**src/rtl/sram_arb.sv**
```systemverilog
// sram_arb: two-client arbiter in front of one two-port SRAM (separate read/write ports).
// Grants are combinational from the requests and registered arbitration state. Read
// data comes back one cycle after the grant, tagged to the requesting client.
// Build option: define SRAM_ARB_BURST_EN for burst-ownership arbitration (IDLE/OWN0/OWN1
// FSM plus an 8-bit burst counter). Without it, arbitration is per-cycle round-robin.
module sram_arb #(
    parameter int ADDR_WIDTH = 4,
    parameter int DATA_WIDTH = 8,
    parameter int BURST_LEN  = 4
) (
    input  logic                  clk,
    input  logic                  rst,
    input  logic                  req0,
    input  logic                  wr0,
    input  logic [ADDR_WIDTH-1:0] addr0,
    input  logic [DATA_WIDTH-1:0] wdata0,
    input  logic                  req1,
    input  logic                  wr1,
    input  logic [ADDR_WIDTH-1:0] addr1,
    input  logic [DATA_WIDTH-1:0] wdata1,
    output logic                  gnt0,
    output logic                  rvalid0,
    output logic [DATA_WIDTH-1:0] rdata0,
    output logic                  gnt1,
    output logic                  rvalid1,
    output logic [DATA_WIDTH-1:0] rdata1,
    output logic                  mem_ce,
    output logic                  mem_re,
    output logic [ADDR_WIDTH-1:0] mem_raddr,
    output logic                  mem_we,
    output logic [ADDR_WIDTH-1:0] mem_waddr,
    output logic [DATA_WIDTH-1:0] mem_wdata,
    input  logic [DATA_WIDTH-1:0] mem_rdata
);

    // The burst counter is 8 bits wide, so the burst length must fit in it.
    if (BURST_LEN < 1 || BURST_LEN > 255) begin : g_burst_len_check
        $error("sram_arb: BURST_LEN must be within 1..255");
    end

    logic g0;      // arbitration winner before reset gating
    logic g1;
    logic last;    // last granted client: 0 or 1

`ifdef SRAM_ARB_BURST_EN
    typedef enum logic [1:0] {IDLE, OWN0, OWN1} state_t;

    localparam logic [7:0] BURST_MAX = 8'(BURST_LEN);

    state_t     state;
    state_t     state_nxt;
    logic [7:0] cnt;
    logic [7:0] cnt_nxt;

    // Ownership state and burst counter registers.
    always_ff @(posedge clk or posedge rst) begin
        if (rst) begin
            state <= IDLE;
            cnt   <= 8'd0;
        end else begin
            state <= state_nxt;
            cnt   <= cnt_nxt;
        end
    end

    // Burst arbitration: the owner keeps priority until it stops requesting or has used
    // BURST_LEN grants while the other client waits; the counter saturates when nobody waits.
    always_comb begin
        g0        = 1'b0;
        g1        = 1'b0;
        state_nxt = state;
        cnt_nxt   = cnt;
        case (state)
            OWN0: begin
                if (req0 && (cnt < BURST_MAX || !req1)) begin
                    g0 = 1'b1;
                    if (cnt < BURST_MAX) cnt_nxt = cnt + 8'd1;
                end else if (req1) begin
                    g1        = 1'b1;
                    state_nxt = OWN1;
                    cnt_nxt   = 8'd1;
                end else begin
                    state_nxt = IDLE;
                    cnt_nxt   = 8'd0;
                end
            end
            OWN1: begin
                if (req1 && (cnt < BURST_MAX || !req0)) begin
                    g1 = 1'b1;
                    if (cnt < BURST_MAX) cnt_nxt = cnt + 8'd1;
                end else if (req0) begin
                    g0        = 1'b1;
                    state_nxt = OWN0;
                    cnt_nxt   = 8'd1;
                end else begin
                    state_nxt = IDLE;
                    cnt_nxt   = 8'd0;
                end
            end
            default: begin
                // From IDLE a conflict is broken by the last-granted pointer.
                if (req0 && (!req1 || last)) begin
                    g0        = 1'b1;
                    state_nxt = OWN0;
                    cnt_nxt   = 8'd1;
                end else if (req1) begin
                    g1        = 1'b1;
                    state_nxt = OWN1;
                    cnt_nxt   = 8'd1;
                end
            end
        endcase
    end
`else
    // Per-cycle round-robin: on a conflict the client not granted last wins.
    always_comb begin
        g0 = req0 && (!req1 || last);
        g1 = req1 && !g0;
    end
`endif

    // Last-granted pointer; reset favours client 0 in the first conflict.
    always_ff @(posedge clk or posedge rst) begin
        if (rst) begin
            last <= 1'b1;
        end else if (g0) begin
            last <= 1'b0;
        end else if (g1) begin
            last <= 1'b1;
        end
    end

    // Grants are forced low while reset is held, independent of the clock.
    always_comb begin
        gnt0 = g0 && !rst;
        gnt1 = g1 && !rst;
    end

    // Memory command mux; all outputs are zero when nothing is granted.
    always_comb begin
        mem_ce    = 1'b0;
        mem_re    = 1'b0;
        mem_we    = 1'b0;
        mem_raddr = '0;
        mem_waddr = '0;
        mem_wdata = '0;
        if (gnt0 || gnt1) begin
            mem_ce = 1'b1;
            if (gnt0 ? wr0 : wr1) begin
                mem_we    = 1'b1;
                mem_waddr = gnt0 ? addr0 : addr1;
                mem_wdata = gnt0 ? wdata0 : wdata1;
            end else begin
                mem_re    = 1'b1;
                mem_raddr = gnt0 ? addr0 : addr1;
            end
        end
    end

    // Read-return tags, one cycle behind the grant; reset drops any read in flight.
    always_ff @(posedge clk or posedge rst) begin
        if (rst) begin
            rvalid0 <= 1'b0;
            rvalid1 <= 1'b0;
        end else begin
            rvalid0 <= gnt0 && !wr0;
            rvalid1 <= gnt1 && !wr1;
        end
    end

    // Steer the shared SRAM read data to the client that issued the read.
    always_comb begin
        rdata0 = rvalid0 ? mem_rdata : '0;
        rdata1 = rvalid1 ? mem_rdata : '0;
    end

endmodule

```
**config.mk**
```make
export PLATFORM = sky130hd
export DESIGN_NAME = sram_arb
export DESIGN_NICKNAME = d
export VERILOG_FILES = /design/src/rtl/sram_arb.sv
export SDC_FILE = /design/constraint.sdc
export NUM_CORES = 1
export LEC_CHECK = 0
export ABC_CLOCK_PERIOD_IN_PS = 3900
export CAP_MARGIN = 0
export CORE_AREA = 2 2 39 41
export CTS_BUF_LIST = sky130_fd_sc_hd__clkbuf_4
export CTS_CLUSTER_SIZE = 10
export DETAILED_ROUTE_END_ITERATION = 6
export DIE_AREA = 0 0 41 43
export DONT_BUFFER_PORTS = 1
export GPL_ROUTABILITY_DRIVEN = 1
export SYNTH_ARGS = -nofsm -noshare
export SYNTH_HDL_FRONTEND = slang
export SYNTH_SLANG_ARGS = --single-unit
```
**constraint.sdc**
```tcl
create_clock -name clk -period 3.9 [get_ports clk]
set_input_delay 1.17 -clock clk [delete_from_list [all_inputs] [get_ports clk]]
set_output_delay 1.17 -clock clk [all_outputs]
set_load 0.005 [all_outputs]
```
==> results of run 1 <==
-- cell usage in the layout (no fill, tap or decap) --
cell / n
a22oi_1: 4
inv_1: 4
or3_1: 1
dfrtp_1: 2
o21ai_0: 12
nor2_1: 3
or2_2: 1
a32oi_1: 1
nor2b_4: 1
and2b_1: 1
dfstp_2: 1
nand3_1: 12
nand2_1: 2
nand2b_1: 1
buf_4: 1
nor2b_1: 2
a21oi_1: 13
a21boi_0: 1
and2_1: 17
nand2b_4: 1
clkbuf_4: 4
-- critical path: stages --
cell and delay [ns]:
a21boi_0 0.13, a32oi_1 0.76, a21oi_1 0.15
-- synth_stat cells --
| library cell | instances |
|---|---|
| buf_2 | 3 |
| clkbuf_1 | 2 |
| dfrtp_1 | 2 |
| a21oi_1 | 13 |
| nand2b_1 | 1 |
| a22oi_1 | 4 |
| nand3_1 | 12 |
| nand2b_4 | 1 |
| buf_4 | 1 |
| dfstp_2 | 1 |
| a32oi_1 | 1 |
| or2_2 | 1 |
| o21ai_0 | 12 |
| nor2b_1 | 2 |
| and2_1 | 17 |
| and2b_1 | 1 |
| or3_1 | 1 |
| nor2b_4 | 1 |
| a21boi_0 | 1 |
| nor2_1 | 3 |
| nand2_1 | 2 |
| inv_1 | 4 |
-- layout make-up --
| cell class | instances | area [um2] |
|---|---|---|
| clock buffers | 4 | 30.03 |
| flip-flops and latches | 3 | 76.32 |
| inverters | 4 | 15.01 |
| fillers | 140 | 812.0 |
| multi-input cells | 73 | 422.9 |
| repair buffers | 1 | 7.507 |
| well taps | 16 | 20.02 |
-- metal layers --
| metal | track usage, % | vias up | routed length (um) |
|---|---|---|---|
| li1 | - | 297 | - |
| met1 | 19.23 | 297 | 568 |
| met2 | 28.44 | 53 | 811 |
| met3 | 4.712 | 4 | 214 |
| met4 | 8.667 | 0 | 15 |
| met5 | 0 | - | 0 |
-- per-stage QoR --
stage / hold WS [ns] / worst slack [ns] / std cells
detailed placement: 0.5433 / 0.5447 / 97
finish: 0.5496 / 0.5217 / 101
CTS: 0.5490 / 0.5446 / 101
global placement: 0.5321 / 0.5704 / 97
global route: 0.5908 / 0.3603 / 101
floorplan: 0.5155 / 0.7848 / 86
-- where the power goes --
| group | switching, W | total (W) | leakage (nW) | internal [W] |
|---|---|---|---|---|
| clock network | 0.0000152 | 0.0000604 | 0.0184 | 0.0000452 |
| registers | 0.00000435 | 0.0000393 | 0.0377 | 0.0000349 |
| logic | 0.0000301 | 0.0000472 | 0.191 | 0.0000171 |
-- worst paths after layout --
| path | startpoint | slack (ns) | endpoint | depth (start not counted) |
|---|---|---|---|---|
| setup / recovery | req1 | 0.52 | mem_wdata[5] | 3 |
| max in group asynchronous | rst | 2.97 | last | 1 |
| hold / removal | last | 0.55 | last | 2 |
| hold reg to reg | last | 0.55 | last | 2 |
| setup reg to reg | last | 2.63 | rvalid0 | 3 |
| min in group asynchronous | rst | 0.70 | rvalid1 | 1 |
-- cells by family (layout without fill, tap and decap cells) --
| group | after synthesis | after routing |
|---|---|---|
| buf+inv | 10 | 9 |
| simple gates | 42 | 42 |
| flops | 3 | 3 |
| compound gates | 31 | 31 |
-- state kept, by name (all words and copies together), names as in the netlist --
name and flops:
last 1, rvalid0 1, rvalid1 1
==> reports/metrics.yaml, run 1 <==
status:
  run_status: "finished, final reports clean"
logic_synthesis:
  synth_simple_gate_area_share_pct: 46.21
  synth.largest_area_cell: "and2_1"
  top_area_cell_type_share_of_the_netlist_area_pct: 19.54
  synthAdderAreaFrac_pct: 0
  ys_seq_area_share_pct: 14.02
  yosys-mux-area-fraction_pct: 0
  mappedNetlistNets: 124
  synth_seq_cells: 3
  fraction_of_the_mapped_netlist_area_in_compound_gates_pct: 31.49
  postSynthCellCount: 86
  synth_top_family_by_area: "simple AND/OR/NAND/NOR gates"
  synth.avg_cell_area_um2: 6.329
  netlist_top_cells_area: "and2_1 20%, a21oi_1 12%, nand3_1 11%, o21ai_0 11%, dfrtp_1 9.2%"
  synth.distinct_cells: 22
  yosys.area_share.xor_xnor_pct: 0
  number_of_warnings_issued_by_yosys: 0
  synthesis.area_um2: 544.3
floorplanning:
  die_width_um: 41
  total_number_of_placement_rows: 14
  die_extent_in_y_um: 43
  initial_utilization_pct: 39.33
  number_of_placed_i_o_pins: 77
  die_area_um2: 1763
  core_um2: 1384
route:
  wl_um: 1609
  vias: 651
  detail_route.wl_per_cell_um: 15.93
  residual_drc: 0
  first_iter_violations: 16
  antenna_violating_nets_post_route: 0
  drt_pre_antenna_iters: 4
  detail_route.vias_per_cell: 6.446
sta:
  final.setup.tns_ns: 0
  finalHoldViolCount: 0
  timing.clock.skew_ns: 0.002239
  timing.final.crit_period_ns: 3.378
  final.period_utilization_pct: 86.62
  finalSetupViolCount: 0
  timing_worst_slew_pin_value_ns: 0.9963
  grt_setup_unrepaired: "false"
  timing.max_slew.rel_slack_pct: 33.58
  maxSlewViolCount: 0
  fmax_mhz: 296.0
global_route:
  first_global_vias: 577
  grt.overflow.total: 0
  antenna_violations_before_repair: 0
  global_route_wire_length_before_repair_um: 2221
  grt_start_max_net_pins: 15
  grtUsageTotal_pct: 17.35
final_layout:
  finalNetCount: 124
  area_growth_syn_to_layout_pct: 5.057
  utilization_of_the_core_after_routing_pct: 41.32
  antenna_diode_count: 0
  finalInstanceArea_um2: 571.8
  post_route_cells_drive_above_1_share_pct: 10.59
cts:
  tritoncts_clock_tree: "built"
  cts_buffer_depth: 2
  cts_buf_count: 3
  tritoncts_num_sinks: 3
  post_cts_sizing: 0
  postCtsSetupRepairBufs: 0
  worstSkewPairLatency_ns: 0.23
  htree_num_levels: 1
  cts.clk_slew.worst_paths_ns: 0.04
  clock_tree.root_cell: "clkbuf_4"
  cts-hold-fix-buffers: 0
flow_run:
  max_cap_violations: 0
setup_path:
  setup.worst_path.end_class: "output port"
  critPathLaunchType: "input port"
  largest_fanout_on_the_critical_path: 13
  crit_required_ns: 2.73
  crit_arrival_ns: 2.21
  timing_worst_setup_path_type: "in2out"
placement:
  number_of_buffer_cells_added_on_primary_ports: 0
  hpwl_um: 1282
  placed_cell_area_um2: 541.8
  gp_routability_congestion: 0.6933
pwr:
  p_total_w: 0.0001469
  power.ir.vdd_worst_uv: 122.7
  power.density_nw_per_um2: 256.9
  leakagePower_nw: 0.2472
min_path:
  worst_min_path_class: "reg2reg"
Note: power is estimated with default switching activity, not from simulation.
==> inputs of run 2 (changes only) <==
- RECOVER_POWER: not set -> 50
==> reports/metrics.yaml, run 2 (same netlist as run 1, synthesis figures left out) <==
cts:
  htree_num_levels: 1  # unchanged
  cts_buf_count: 3  # unchanged
  cts.clk_slew.worst_paths_ns: 0.04  # about the same
  cts-hold-fix-buffers: 0  # unchanged
  cts_buffer_depth: 2  # unchanged
  worstSkewPairLatency_ns: 0.23  # about the same
  tritoncts_clock_tree: "built"
  clock_tree.root_cell: "clkbuf_4"
  post_cts_sizing: 0  # unchanged
  tritoncts_num_sinks: 3  # unchanged
  postCtsSetupRepairBufs: 0  # unchanged
sta:
  timing.clock.skew_ns: 0.002282  # +0.00004347 ns
  setup_ws_ns: 0.4203  # -0.1013 ns
  grt_setup_unrepaired: "false"
  maxSlewViolCount: 0  # unchanged
  timing.max_slew.rel_slack_pct: 32.77  # -0.81 points
  finalHoldViolCount: 0  # unchanged
  finalSetupViolCount: 0  # unchanged
  fmax_mhz: 287.4  # -2.9%
  final.setup.tns_ns: 0  # unchanged
  timing.final.crit_period_ns: 3.480  # +0.1013 ns
  timing_worst_slew_pin_value_ns: 1.008  # +0.01212 ns
  final.hold.worst_slack_ns: 0.5353  # -0.01432 ns
  final.period_utilization_pct: 89.22  # +2.6 points
final_layout:
  most_common_cell_after_layout_fill_and_taps_aside: "and2_0"
  finalNetCount: 124  # unchanged
  layout_top_registers: "last (1), rvalid0 (1), rvalid1 (1)"
  area_growth_syn_to_layout_pct: 3.678
  final_instance_count_without_filler_cells: 101  # unchanged
  finalInstanceArea_um2: 564.3  # -1.3%
  antenna_diode_count: 0  # unchanged
  commonest_cells_after_routing_fill_and_taps_aside: "14 x and2_0, 13 x a21oi_1, 12 x nand3_1, 12 x o21ai_0"
  post_route_cells_drive_above_1_share_pct: 9.412  # -1.2 points
pwr:
  netSwitchingPower_w: 0.00004890  # -1.6%
  leakagePower_nw: 0.2285  # -7.5%
  power.density_nw_per_um2: 256.7  # -0.11%
  power.ir.vdd_worst_uv: 118.6  # -3.3%
  swShare_pct: 33.77  # -0.054 points
  seqPwrFrac_pct: 26.6  # about the same
  combinationalPowerShare_pct: 31.8  # -0.3 points
  clock_power_share_pct: 41.6  # +0.5 points
  power_report.internal_total_w: 0.00009593  # -1.3%
setup_path:
  crit_required_ns: 2.73  # about the same
  cp_num_buf_inv: 0  # unchanged
  cpPeakStageDelay_ns: 0.58  # -0.18 ns
  critPathTopFamily: "simple AND/OR/NAND/NOR gates"
  worst_path_max_delay_cell: "nor2b_1"
  setup.worst_path.end_class: "output port"
  timing_worst_setup_path_type: "in2out"
  crit_arrival_ns: 2.31  # +0.10 ns
  timing.critical_path.cells: "nor2b_1 > o21ai_0 > a22oi_1"
  critPathLaunchType: "input port"
  largest_fanout_on_the_critical_path: 14  # +1
floorplanning:
  die_area_um2: 1763  # unchanged
  core_um2: 1384  # unchanged
  initial_utilization_pct: 39.33  # unchanged
  die_width_um: 41  # unchanged
  number_of_placed_i_o_pins: 77  # unchanged
  total_number_of_placement_rows: 14  # unchanged
  die_extent_in_y_um: 43  # unchanged
global_route:
  grt.overflow.total: 0  # unchanged
  global_route_wire_length_before_repair_um: 2221  # unchanged
  antenna_violations_before_repair: 0  # unchanged
  first_global_vias: 577  # unchanged
  grt_start_max_net_pins: 15  # unchanged
  grtUsageTotal_pct: 17.35  # unchanged
route:
  vias: 653  # +0.31%
  residual_drc: 0  # unchanged
  detail_route.wl_per_cell_um: 16.04  # +0.68%
  wl_um: 1620  # +0.68%
  first_iter_violations: 16  # unchanged
  drt_pre_antenna_iters: 4  # unchanged
  antenna_violating_nets_post_route: 0  # unchanged
  detail_route.vias_per_cell: 6.465  # +0.31%
min_path:
  worst_min_path_class: "reg2reg"
status:
  run_status: "finished, final reports clean"
placement:
  post_placement_cell_count: 97  # unchanged
  number_of_buffer_cells_added_on_primary_ports: 0  # unchanged
  hpwl_um: 1282  # unchanged
  gp_routability_congestion: 0.6933  # unchanged
  pre_cts_ws_ns: 0.5447  # unchanged
  placed_cell_area_um2: 541.8  # unchanged
flow_run:
  max_cap_violations: 0  # unchanged
[run 2: cell counts in the layout (fill, tap and decap cells not counted)]
No cell type changed its count.
[run 2: final timing paths]
path,start,endpoint,slack (ns),cells after the start
max,req1,mem_raddr[0],0.42,3
min,last,last,0.54,2
max reg2reg,last,rvalid0,2.44,3
min reg2reg,last,last,0.54,2
max in group asynchronous,rst,last,2.97,1
min in group asynchronous,rst,rvalid1,0.70,1
[run 2: final cells by class]
cell class	instances	area [um2]
clock buffer	4	30.03
sequential	3	76.32
inverter	4	15.01
timing repair buffer	1	7.507
fill	142	819.5
tap	16	20.02
multi-input combinational	73	415.4
[run 2: worst reg2reg max path, delay by kind of cell (launching register included)]
family	cells	cell delay [ns]
buf+inv	1	0.06
flops	1	0.38
simple gates	2	0.91
[run 2: power groups by stage]
stage	Sequential (W)	Clock (W)	Combinational, W
finish	0.0000385	0.0000603	0.0000460
global route	0.0000394	0.0000637	0.0000520
CTS	0.0000393	0.0000626	0.0000473
detailed placement	0.0000394	0	0.0000474
global placement	0.0000394	0	0.0000461
floorplan	0.0000385	0	0.0000409
[run 2: metrics by stage]
step                utilization (%)  total power [W]
global route                  40.78        0.0001550
finish                        40.78        0.0001448
detailed placement            39.15       0.00008677
floorplan                         -       0.00007942
CTS                           41.32        0.0001491
global placement              39.15       0.00008549
[run 2: layer usage]
layer / vias up / GRT usage, % / share of wire (%)
li1: 297 / - / -
met1: 298 / 19.23 / 35
met2: 54 / 28.44 / 50
met3: 4 / 4.712 / 13
met4: 0 / 8.667 / 0.93
met5: - / 0 / 0
==> inputs of run 3 (changes only) <==
- PLACE_DENSITY_LB_ADDON: not set -> 0.1
==> reports/metrics.yaml, run 3 (same netlist as run 1, synthesis figures left out) <==
route:
  residual_drc: 0  # unchanged
  first_iter_violations: 16  # unchanged
  wl_um: 1631  # +0.68%
  drt_pre_antenna_iters: 4  # unchanged
  antenna_violating_nets_post_route: 0  # unchanged
  detail_route.wl_per_cell_um: 16.15  # +0.68%
  detail_route.vias_per_cell: 6.158  # -4.7%
  vias: 622  # -4.7%
setup_path:
  crit_arrival_ns: 2.27  # -0.04 ns
  timing.critical_path.from: "rst"
  setup.worst_path.end_class: "output port"
  timing.reg2reg.worst_path_depth: 3  # unchanged
  cpPeakStageDelay_ns: 0.49  # -0.09 ns
  crit_required_ns: 2.73  # about the same
  timing.critical_path.cells: "nand2b_1 > or3_1 > a22oi_1"
  ff2ff_setup_slack_ns: 2.62  # +0.18 ns
  timing_worst_setup_path_type: "in2out"
  rr_endpoint: "rvalid0"
  critPathLaunchType: "input port"
  worst_path_max_delay_cell: "or3_1"
  start_of_the_worst_register_to_register_path: "last"
  largest_fanout_on_the_critical_path: 14  # unchanged
  worstSetupEndpoint: "mem_raddr[3]"
cts:
  worstSkewPairLatency_ns: 0.24  # about the same
  cts.clk_slew.worst_paths_ns: 0.04  # about the same
  cts-hold-fix-buffers: 0  # unchanged
  htree_num_levels: 1  # unchanged
  cts_buffer_depth: 2  # unchanged
  postCtsSetupRepairBufs: 0  # unchanged
  tritoncts_clock_tree: "built"
  post_cts_sizing: 0  # unchanged
  clock_tree.root_cell: "clkbuf_4"
  tritoncts_num_sinks: 3  # unchanged
  cts_buf_count: 3  # unchanged
min_path:
  worst_min_path_class: "reg2reg"
final_layout:
  commonest_cells_after_routing_fill_and_taps_aside: "14 x and2_0, 13 x a21oi_1, 12 x nand3_1, 12 x o21ai_0"
  post_route_cells_drive_above_1_share_pct: 9.412  # unchanged
  finalNetCount: 124  # unchanged
  antenna_diode_count: 0  # unchanged
  most_common_cell_after_layout_fill_and_taps_aside: "and2_0"
  layout_top_registers: "last (1), rvalid0 (1), rvalid1 (1)"
  finalInstanceArea_um2: 564.3  # unchanged
  area_growth_syn_to_layout_pct: 3.678  # unchanged
  fill_cells: 151  # +6.3%
sta:
  final.setup.tns_ns: 0  # unchanged
  finalHoldViolCount: 0  # unchanged
  fmax_mhz: 290.5  # +1.1%
  final.period_utilization_pct: 88.28  # -0.94 points
  timing.final.crit_period_ns: 3.443  # -0.03674 ns
  timing.clock.skew_ns: 0.003967  # +0.001685 ns
  timing.max_slew.rel_slack_pct: 68.74  # +36 points
  timing_worst_slew_pin_value_ns: 0.4689  # -0.5395 ns
  maxSlewViolCount: 0  # unchanged
  grt_setup_unrepaired: "false"
  finalSetupViolCount: 0  # unchanged
pwr:
  power.density_nw_per_um2: 262.5  # +2.3%
  leakagePower_nw: 0.2277  # -0.37%
  power.ir.vdd_worst_uv: 80.21  # -32%
placement:
  number_of_buffer_cells_added_on_primary_ports: 0  # unchanged
  placed_cell_area_um2: 541.8  # unchanged
  gp_routability_congestion: 0.8347  # +20%
  hpwl_um: 1278  # -0.32%
floorplanning:
  number_of_placed_i_o_pins: 77  # unchanged
  die_extent_in_y_um: 43  # unchanged
  die_area_um2: 1763  # unchanged
  initial_utilization_pct: 39.33  # unchanged
  die_width_um: 41  # unchanged
  total_number_of_placement_rows: 14  # unchanged
  core_um2: 1384  # unchanged
global_route:
  antenna_violations_before_repair: 0  # unchanged
  met1_usage_pct: 21.09  # +1.9 points
  use_met3_pct: 4.712  # unchanged
  grt.overflow.total: 0  # unchanged
  grt_start_max_net_pins: 15  # unchanged
  first_global_vias: 521  # -9.7%
  global_route_wire_length_before_repair_um: 2277  # +2.5%
  global_route.usage.met2_pct: 30.94  # +2.5 points
  grtUsageTotal_pct: 18.64  # +1.3 points
  busiest_layer: "met2"
flow_run:
  max_cap_violations: 0  # unchanged
status:
  run_status: "finished, final reports clean"
## run 3: cell count changes in the layout (fill, tap and decap cells not counted)
| cell | previous run | this run |
|---|---|---|
| nand2b_1 | 1 | 2 |
| nor2b_1 | 3 | 2 |
| nor2b_4 | 0 | 1 |
| nand2b_4 | 1 | 0 |
## run 3: critical path: cells and delay by family
family           cells  cell delay [ns]
AO/OA/AOI/OAI        1             0.30
AND/OR/NAND/NOR      2             0.80
## run 3: how the worst min path moves through the flow
| stage | start | endpoint | slack [ns] | depth (start not counted) |
|---|---|---|---|---|
| 2_1_floorplan | last | last | 0.52 | 2 |
| 3_3_place_gp | last | last | 0.53 | 2 |
| 3_5_place_dp | last | last | 0.55 | 2 |
| 4_1_cts | last | last | 0.55 | 2 |
| 5_1_grt | last | last | 0.59 | 2 |
| 6_report | last | last | 0.55 | 2 |
## run 3: cell type report
cell class              instances  area (um2)  share of cell area (%)
clock buffers                   4       30.03                   5.322
inverters                       4       15.01                   2.661
multi-input cells              73       415.4                   73.61
flip-flops and latches          3       76.32                   13.53
well taps                      16       20.02                   3.548
repair buffers                  1       7.507                   1.330
## run 3: per-layer routing
layer / part of all wire (%) / wire length [um]
met1: 37 / 602
met2: 50 / 820
met3: 13 / 209
met4: 0 / 0
met5: 0 / 0
## run 3: power by group
group | switching, W | total (W) | internal [W]
sequential | 0.00000428 | 0.0000392 | 0.0000349
clock | 0.0000179 | 0.0000633 | 0.0000454
combinational | 0.0000300 | 0.0000457 | 0.0000157
total | 0.0000521 | 0.000148 | 0.0000960
## run 3: metrics by stage
step | setup slack, ns | power (W) | std cells | util, % | hold slack [ns]
finish | 0.4571 | 0.0001481 | 101 | 40.78 | 0.5507
global route | 0.4182 | 0.0001610 | 101 | 40.78 | 0.5881
CTS | 0.6681 | 0.0001502 | 101 | 41.32 | 0.5531
detailed placement | 0.6646 | 0.00008617 | 97 | 39.15 | 0.5530
global placement | 0.6763 | 0.00008512 | 97 | 39.15 | 0.5304
floorplan | 0.7848 | 0.00007942 | 86 | - | 0.5155
